--- src/rtl/ddr3_pkg.sv ---
// -----------------------------------------------------------------------------
// ddr3_pkg
// Shared types and default widths for the DDR3 user-port arbitration slice.
//   DDR3_ADDR_W / DDR3_DATA_W : default word-address and data widths
//   arb_state_t               : arbiter grant state
//   ddr3_addr_t               : DDR3 word address at the default width
// -----------------------------------------------------------------------------
package ddr3_pkg;

  localparam int DDR3_ADDR_W = 25;
  localparam int DDR3_DATA_W = 256;

  typedef logic [DDR3_ADDR_W-1:0] ddr3_addr_t;

  typedef enum logic [1:0] {
    IDLE     = 2'd0,
    WR_GRANT = 2'd1,
    RD_GRANT = 2'd2
  } arb_state_t;

endpackage

--- src/rtl/ddr3_rd_tracker.sv ---
// -----------------------------------------------------------------------------
// ddr3_rd_tracker
// Counts read commands accepted by DDR3 but not yet returned, flags when the
// count reaches its limit, records a sticky underflow error, and registers the
// DDR3 read return path toward the host.
// Ports:
//   sys_clk, sys_nrst      : clock, async active-low reset
//   cmd_ack                : read command accepted this cycle
//   ddr3_rd_data/_valid    : raw DDR3 read return
//   rd_data/rd_valid       : registered read return (1-cycle latency)
//   rd_outstanding         : reads in flight
//   rd_full                : rd_outstanding == RD_OUTSTANDING_MAX
//   err_underflow          : sticky, return seen with nothing in flight
// -----------------------------------------------------------------------------
module ddr3_rd_tracker
  import ddr3_pkg::*;
#(
  parameter int DATA_W             = DDR3_DATA_W,
  parameter int RD_OUTSTANDING_MAX = 4,
  parameter int CNT_W              = 3
) (
  input  logic              sys_clk,
  input  logic              sys_nrst,
  input  logic              cmd_ack,
  input  logic [DATA_W-1:0] ddr3_rd_data,
  input  logic              ddr3_rd_valid,
  output logic [DATA_W-1:0] rd_data,
  output logic              rd_valid,
  output logic [CNT_W-1:0]  rd_outstanding,
  output logic              rd_full,
  output logic              err_underflow
);

  localparam logic [CNT_W-1:0] MAX_C  = CNT_W'(RD_OUTSTANDING_MAX);
  localparam logic [CNT_W-1:0] ONE_C  = CNT_W'(32'd1);
  localparam logic [CNT_W-1:0] ZERO_C = CNT_W'(32'd0);

  // Full flag used by the arbiter to stop granting reads.
  always_comb begin
    if (rd_outstanding == MAX_C) begin
      rd_full = 1'b1;
    end else begin
      rd_full = 1'b0;
    end
  end

  // Outstanding counter and sticky underflow; simultaneous ack+return cancel.
  always_ff @(posedge sys_clk or negedge sys_nrst) begin
    if (!sys_nrst) begin
      rd_outstanding <= ZERO_C;
      err_underflow  <= 1'b0;
    end else begin
      case ({cmd_ack, ddr3_rd_valid})
        2'b10: begin
          // The arbiter never grants while full; saturate anyway.
          if (rd_outstanding != MAX_C) begin
            rd_outstanding <= rd_outstanding + ONE_C;
          end else begin
            rd_outstanding <= rd_outstanding;
          end
        end
        2'b01: begin
          if (rd_outstanding == ZERO_C) begin
            err_underflow <= 1'b1;
          end else begin
            rd_outstanding <= rd_outstanding - ONE_C;
          end
        end
        default: begin
          rd_outstanding <= rd_outstanding;
        end
      endcase
    end
  end

  // Return path register stage; no backpressure, order preserved.
  always_ff @(posedge sys_clk or negedge sys_nrst) begin
    if (!sys_nrst) begin
      rd_data  <= {DATA_W{1'b0}};
      rd_valid <= 1'b0;
    end else begin
      rd_data  <= ddr3_rd_data;
      rd_valid <= ddr3_rd_valid;
    end
  end

endmodule

--- src/rtl/ddr3_rw_arbiter.sv ---
// -----------------------------------------------------------------------------
// ddr3_rw_arbiter
// Shares the DDR3 user command port between the frame writer (writes) and the
// readback engine (reads). One command is granted at a time with an IDLE
// cycle between commands; a pending read can be passed over by at most
// WR_BURST_MAX consecutive writes; reads stop being granted once
// RD_OUTSTANDING_MAX reads are in flight.
// Ports:
//   sys_clk, sys_nrst           : clock, async active-low reset
//   wr_req/wr_addr/wr_data      : write request (level, held until wr_ack)
//   wr_ack                      : write accepted (combinational)
//   rd_req/rd_addr              : read request (level, held until rd_ack)
//   rd_ack                      : read accepted (combinational)
//   rd_data/rd_valid            : registered read return
//   ddr3_wd_*                   : DDR3 write command handshake
//   ddr3_rd_req/_addr/_ack      : DDR3 read command handshake
//   ddr3_rd_data/_valid         : DDR3 read return
//   rd_outstanding              : reads in flight
//   err_underflow               : sticky return-with-nothing-in-flight error
// -----------------------------------------------------------------------------
module ddr3_rw_arbiter
  import ddr3_pkg::*;
#(
  parameter int ADDR_W             = DDR3_ADDR_W,
  parameter int DATA_W             = DDR3_DATA_W,
  parameter int WR_BURST_MAX       = 8,
  parameter int RD_OUTSTANDING_MAX = 4,
  parameter int CNT_W              = 3
) (
  input  logic              sys_clk,
  input  logic              sys_nrst,
  input  logic              wr_req,
  input  logic [ADDR_W-1:0] wr_addr,
  input  logic [DATA_W-1:0] wr_data,
  output logic              wr_ack,
  input  logic              rd_req,
  input  logic [ADDR_W-1:0] rd_addr,
  output logic              rd_ack,
  output logic [DATA_W-1:0] rd_data,
  output logic              rd_valid,
  output logic              ddr3_wd_req,
  output logic [ADDR_W-1:0] ddr3_wd_addr,
  output logic [DATA_W-1:0] ddr3_wd_data,
  input  logic              ddr3_wd_ack,
  output logic              ddr3_rd_req,
  output logic [ADDR_W-1:0] ddr3_rd_addr,
  input  logic              ddr3_rd_ack,
  input  logic [DATA_W-1:0] ddr3_rd_data,
  input  logic              ddr3_rd_valid,
  output logic [CNT_W-1:0]  rd_outstanding,
  output logic              err_underflow
);

  localparam int                 BURST_W     = $clog2(WR_BURST_MAX + 1);
  localparam logic [BURST_W-1:0] BURST_MAX_C = BURST_W'(WR_BURST_MAX);
  localparam logic [BURST_W-1:0] BURST_ONE_C = BURST_W'(32'd1);

  arb_state_t         state_r;
  logic [BURST_W-1:0] burst_r;
  logic               rd_full_s;
  logic               rd_ok_s;

  // A read is eligible only while the in-flight window has room.
  always_comb begin
    if (rd_req && !rd_full_s) begin
      rd_ok_s = 1'b1;
    end else begin
      rd_ok_s = 1'b0;
    end
  end

  // Requester acks mirror the DDR3 ack, qualified by the active grant.
  always_comb begin
    if (state_r == WR_GRANT) begin
      wr_ack = ddr3_wd_ack;
    end else begin
      wr_ack = 1'b0;
    end
    if (state_r == RD_GRANT) begin
      rd_ack = ddr3_rd_ack;
    end else begin
      rd_ack = 1'b0;
    end
  end

  // Arbitration FSM with registered DDR3 command outputs.
  always_ff @(posedge sys_clk or negedge sys_nrst) begin
    if (!sys_nrst) begin
      state_r      <= IDLE;
      burst_r      <= {BURST_W{1'b0}};
      ddr3_wd_req  <= 1'b0;
      ddr3_wd_addr <= {ADDR_W{1'b0}};
      ddr3_wd_data <= {DATA_W{1'b0}};
      ddr3_rd_req  <= 1'b0;
      ddr3_rd_addr <= {ADDR_W{1'b0}};
    end else begin
      case (state_r)
        IDLE: begin
          // Reads win when alone, or when writes have used up their burst.
          if (rd_ok_s && (!wr_req || (burst_r == BURST_MAX_C))) begin
            state_r      <= RD_GRANT;
            ddr3_rd_req  <= 1'b1;
            ddr3_rd_addr <= rd_addr;
          end else if (wr_req) begin
            state_r      <= WR_GRANT;
            ddr3_wd_req  <= 1'b1;
            ddr3_wd_addr <= wr_addr;
            ddr3_wd_data <= wr_data;
          end else begin
            state_r <= IDLE;
          end
        end
        WR_GRANT: begin
          if (ddr3_wd_ack) begin
            ddr3_wd_req <= 1'b0;
            state_r     <= IDLE;
            // Only writes that made a read wait count toward the burst.
            if (rd_req) begin
              if (burst_r != BURST_MAX_C) begin
                burst_r <= burst_r + BURST_ONE_C;
              end else begin
                burst_r <= burst_r;
              end
            end else begin
              burst_r <= {BURST_W{1'b0}};
            end
          end else begin
            state_r <= WR_GRANT;
          end
        end
        RD_GRANT: begin
          if (ddr3_rd_ack) begin
            ddr3_rd_req <= 1'b0;
            state_r     <= IDLE;
            burst_r     <= {BURST_W{1'b0}};
          end else begin
            state_r <= RD_GRANT;
          end
        end
        default: begin
          state_r     <= IDLE;
          ddr3_wd_req <= 1'b0;
          ddr3_rd_req <= 1'b0;
        end
      endcase
    end
  end

  ddr3_rd_tracker #(
    .DATA_W            (DATA_W),
    .RD_OUTSTANDING_MAX(RD_OUTSTANDING_MAX),
    .CNT_W             (CNT_W)
  ) u_rd_tracker (
    .sys_clk       (sys_clk),
    .sys_nrst      (sys_nrst),
    .cmd_ack       (rd_ack),
    .ddr3_rd_data  (ddr3_rd_data),
    .ddr3_rd_valid (ddr3_rd_valid),
    .rd_data       (rd_data),
    .rd_valid      (rd_valid),
    .rd_outstanding(rd_outstanding),
    .rd_full       (rd_full_s),
    .err_underflow (err_underflow)
  );

endmodule

--- config.mk ---
export PLATFORM = sky130hd
export DESIGN_NAME = ddr3_rw_arbiter
export DESIGN_NICKNAME = d
export VERILOG_FILES = /design/src/rtl/ddr3_pkg.sv /design/src/rtl/ddr3_rd_tracker.sv /design/src/rtl/ddr3_rw_arbiter.sv
export SDC_FILE = /design/constraint.sdc
export NUM_CORES = 1
export LEC_CHECK = 0
export CORE_AREA = 5 5 447 449
export DETAILED_ROUTE_END_ITERATION = 10
export DIE_AREA = 0 0 452 454
export GPL_ROUTABILITY_DRIVEN = 1
export REMOVE_ABC_BUFFERS = 1
export SLEW_MARGIN = 20
export SYNTH_ARGS = -nofsm -noshare
export SYNTH_HDL_FRONTEND = slang
export SYNTH_SLANG_ARGS = --single-unit
--- constraint.sdc ---
create_clock -name sys_clk -period 2.1 [get_ports sys_clk]
set_input_delay 0.315 -clock sys_clk [delete_from_list [all_inputs] [get_ports sys_clk]]
set_output_delay 0.315 -clock sys_clk [all_outputs]
set_load 0.1 [all_outputs]
==> reports/metrics.csv <==
metric,value,unit
outcome,"complete, no violations",
PwrDens,1980,nW/µm²
Synth Flop Type,dfrtp_1,
Synth-to-Final Area Change,84.9,%
Worst Clk Skew,0.0316,ns
Final Slew Violations,0,
CTS sink cnt,575,
Residual DRC,0,
Rel. slew slack,60.3,%
CTS tree,built,
"reg-to-reg slack, setup",0.07,ns
"non-filler cells, final",4988,
filler cell count,21100,
Peak VDD IR,1230,µV
port bufs,1139,
initial antenna violation count,99,
DRT antenna net count,0,
crit path time final,2.03,ns
routed wire length,135000,µm
Placed Cells,4749,
number of flops mapped to enable cells by yosys,0,
Nets,2932,
clk slew on worst S/H paths,0.06,ns
critical path type,reg -> reg,
total of max-cap violations,0,
Core Box Area,196000,µm²
Area contributors post-synth,"dfrtp_1 (72%), mux2_4 (21%), buf_12 (3.0%)",
vias in the first global route,15800,
Slew @ Worst Pin,0.596,ns
IO Pins,1140,
drt via density,2.97,
largest area contributor in the netlist,dfrtp_1,
Commonest cells post-synth,"dfrtp_1 (575), mux2_4 (279), buf_12 (30)",
Clock Latency Late Sink,0.67,ns
final setup violation count,0,
Netlist cell types,35,
CTS root buffer,clkbuf_16,
Synth top area share,71.8,%
Hold Crit Depth,1,
TNS Setup,0,ns
first-pass GRT wire length,168000,µm
"Hold Vio Cnt, Final",0,
Routed WL per cell,27.1,µm
Pleak,16.3,nW
1st-iter DRT viols,930,
syn avg cell area,20.3,µm²
#FFs+latches synth,575,
Hold Crit Endpoint,u_rd_tracker.rd_data[72]$_DFF_PN0_,
"Req. time, crit path",2.63,ns
Synth warnings,0,
endpoint of the worst-slack reg-to-reg timing path,ddr3_wd_data[117]$_DFFE_PN0P_,
largest fanout on the critical path,16,
Via Count,14800,
Final period util,96.8,%
hold_sp,ddr3_rd_data[72],
First-pass DRT Iterations,5,
RSZ-0062 raised after global routing,yes,
DPL Wire Length,117000,µm
FP Rows,163,
Crit. End Element,flop,
Async SR Flop Fraction,100,%
total CTS buffers,71,
layout cells sized above 1,45.3,%
die height,454,µm
gpl congestion,0.874,
Initial Utilization,10.2,%
most numerous cell in the Yosys netlist,dfrtp_1,
CTS Buffer Depth,3,
Fmax,0.492,GHz
Mapped Cells,988,
worst r2r src,burst_r[1]$_DFFE_PN0P_,
Hold Crit Class,in -> reg,
die width,452,µm
register area share after synthesis,71.8,%
# H-tree levels,3,
R2R depth,8,
GRT Resource Usage Total,12.6,%
"Cell Area, Synth",20000,µm²
Worst Hold Slack,0.0906,ns
GRT Residual Overflow,0,
critical path launch point type,flop,
crit path DAT,2.56,ns
largest net degree at the start of global routing,76,
die footprint,205000,µm²
-- worst max-delay path by stage --
stage	startpoint	end	slack, ns
after floorplan	u_rd_tracker.rd_outstanding[2]$_DFFE_PN0P_	ddr3_wd_addr[0]$_DFFE_PN0P_	-2.89
after global placement	rd_req	ddr3_rd_addr[24]$_DFFE_PN0P_	-0.26
after detailed placement	rd_req	ddr3_rd_addr[14]$_DFFE_PN0P_	-0.16
after CTS	state_r[0]$_DFF_PN0_	rd_ack	-0.01
after global routing	burst_r[1]$_DFFE_PN0P_	ddr3_wd_addr[24]$_DFFE_PN0P_	-0.01
final	burst_r[1]$_DFFE_PN0P_	ddr3_wd_data[117]$_DFFE_PN0P_	0.07
-- layout by cell type, fill, tap and decap left out, types with 2 or more instances in the layout --
cell / synthesis / routed
bufinv_16: 0 / 4
inv_1: 13 / 8
clkdlybuf4s50_1: 0 / 567
a211oi_2: 0 / 2
ha_4: 0 / 3
buf_12: 30 / 30
clkinv_8: 0 / 2
clkinv_2: 0 / 12
dfrtp_1: 575 / 574
clkinv_4: 0 / 2
inv_6: 0 / 7
nand2_1: 3 / 2
clkbuf_8: 0 / 15
diode_2: 0 / 18
dlygate4sd3_1: 0 / 87
buf_4: 1 / 641
xor2_1: 2 / 2
inv_2: 0 / 4
nor3_1: 2 / 2
clkbuf_1: 0 / 13
a21oi_1: 4 / 4
nor2b_1: 2 / 2
ha_1: 8 / 5
mux2_1: 28 / 28
mux2_4: 279 / 279
nand3_1: 3 / 3
nor2_1: 13 / 13
clkinvlp_4: 0 / 5
clkbuf_16: 0 / 71
-- critical path, cell delays in order (launching register included) --
cell and delay [ns]:
dfrtp_1 0.39, inv_2 0.08, ha_4 0.15, nand3b_4 0.09, o311a_4 0.33, buf_12 0.16, buf_12 0.17, buf_12 0.16
mux2_4 0.30
-- through the flow --
step	power, mW	cell area (µm²)	util (%)	setup slack [ns]
floorplan	48.6	19400	-	-2.89
global placement	60.9	33700	17.2	-0.258
detailed placement	61.1	33700	17.2	-0.159
CTS	74.5	37000	18.9	-0.0119
global route	75.6	37000	18.9	-0.0103
finish	73.4	37100	18.9	0.0670
-- area by class of cell --
| class | instances | area (µm²) | share of cell area [%] |
|---|---|---|---|
| multi-input cells | 366 | 5020 | 13.5 |
| inverters | 13 | 51.3 | 0.138 |
| well taps | 2557 | 3200 | 8.63 |
| clock buffers | 99 | 2030 | 5.48 |
| repair buffers | 1327 | 12000 | 32.3 |
| diodes | 18 | 45.0 | 0.121 |
| flip-flops and latches | 575 | 14400 | 38.8 |
| clock inverters | 33 | 349 | 0.942 |
-- repair_timing --
item / CTS / global route
endpoints found under the hold margin: 327 / 0
resized for setup: 13 / 7
setup buffers: 2 / 1
pin swaps: 2 / 2
setup endpoints to repair: 242 / 28
hold buffers: 87 / 0
-- report_power, final --
group / internal [mW] / leakage (nW) / switching, mW
Clock: 7.34 / 1.17 / 5.34
Combinational: 11.6 / 8.44 / 32.1
Sequential: 14.5 / 6.72 / 2.55
-- kinds of logic after synthesis --
logic type      count (synthesis)  share of synthesized area [%]
buf+inv                        47                           3.50
fa+ha+maj                       9                          0.599
flops                         575                           71.8
compound gates                 14                          0.568
mux                           309                           22.6
simple gates                   32                          0.905
xor+xnor                        2                         0.0874
-- sequential cells by signal, indices dropped and copies added, names as in the netlist --
| name | cells |
|---|---|
| burst_r | 4 |
| ddr3_rd_addr | 25 |
| ddr3_rd_req | 1 |
| ddr3_wd_addr | 25 |
| ddr3_wd_data | 256 |
| ddr3_wd_req | 1 |
| state_r | 2 |
| u_rd_tracker.err_underflow | 1 |
| u_rd_tracker.rd_data | 256 |
| u_rd_tracker.rd_outstanding | 3 |
| u_rd_tracker.rd_valid | 1 |
-- per-layer routing --
metal | track usage (%) | up-vias | part of all wire (%)
met5 | 0 | - | 0.10
met4 | 3.74 | 20 | 3.3
met3 | 5.32 | 227 | 9.8
met2 | 21.1 | 766 | 49
met1 | 14.7 | 7653 | 38
li1 | - | 6131 | -
(Power assumes the default switching activity.)
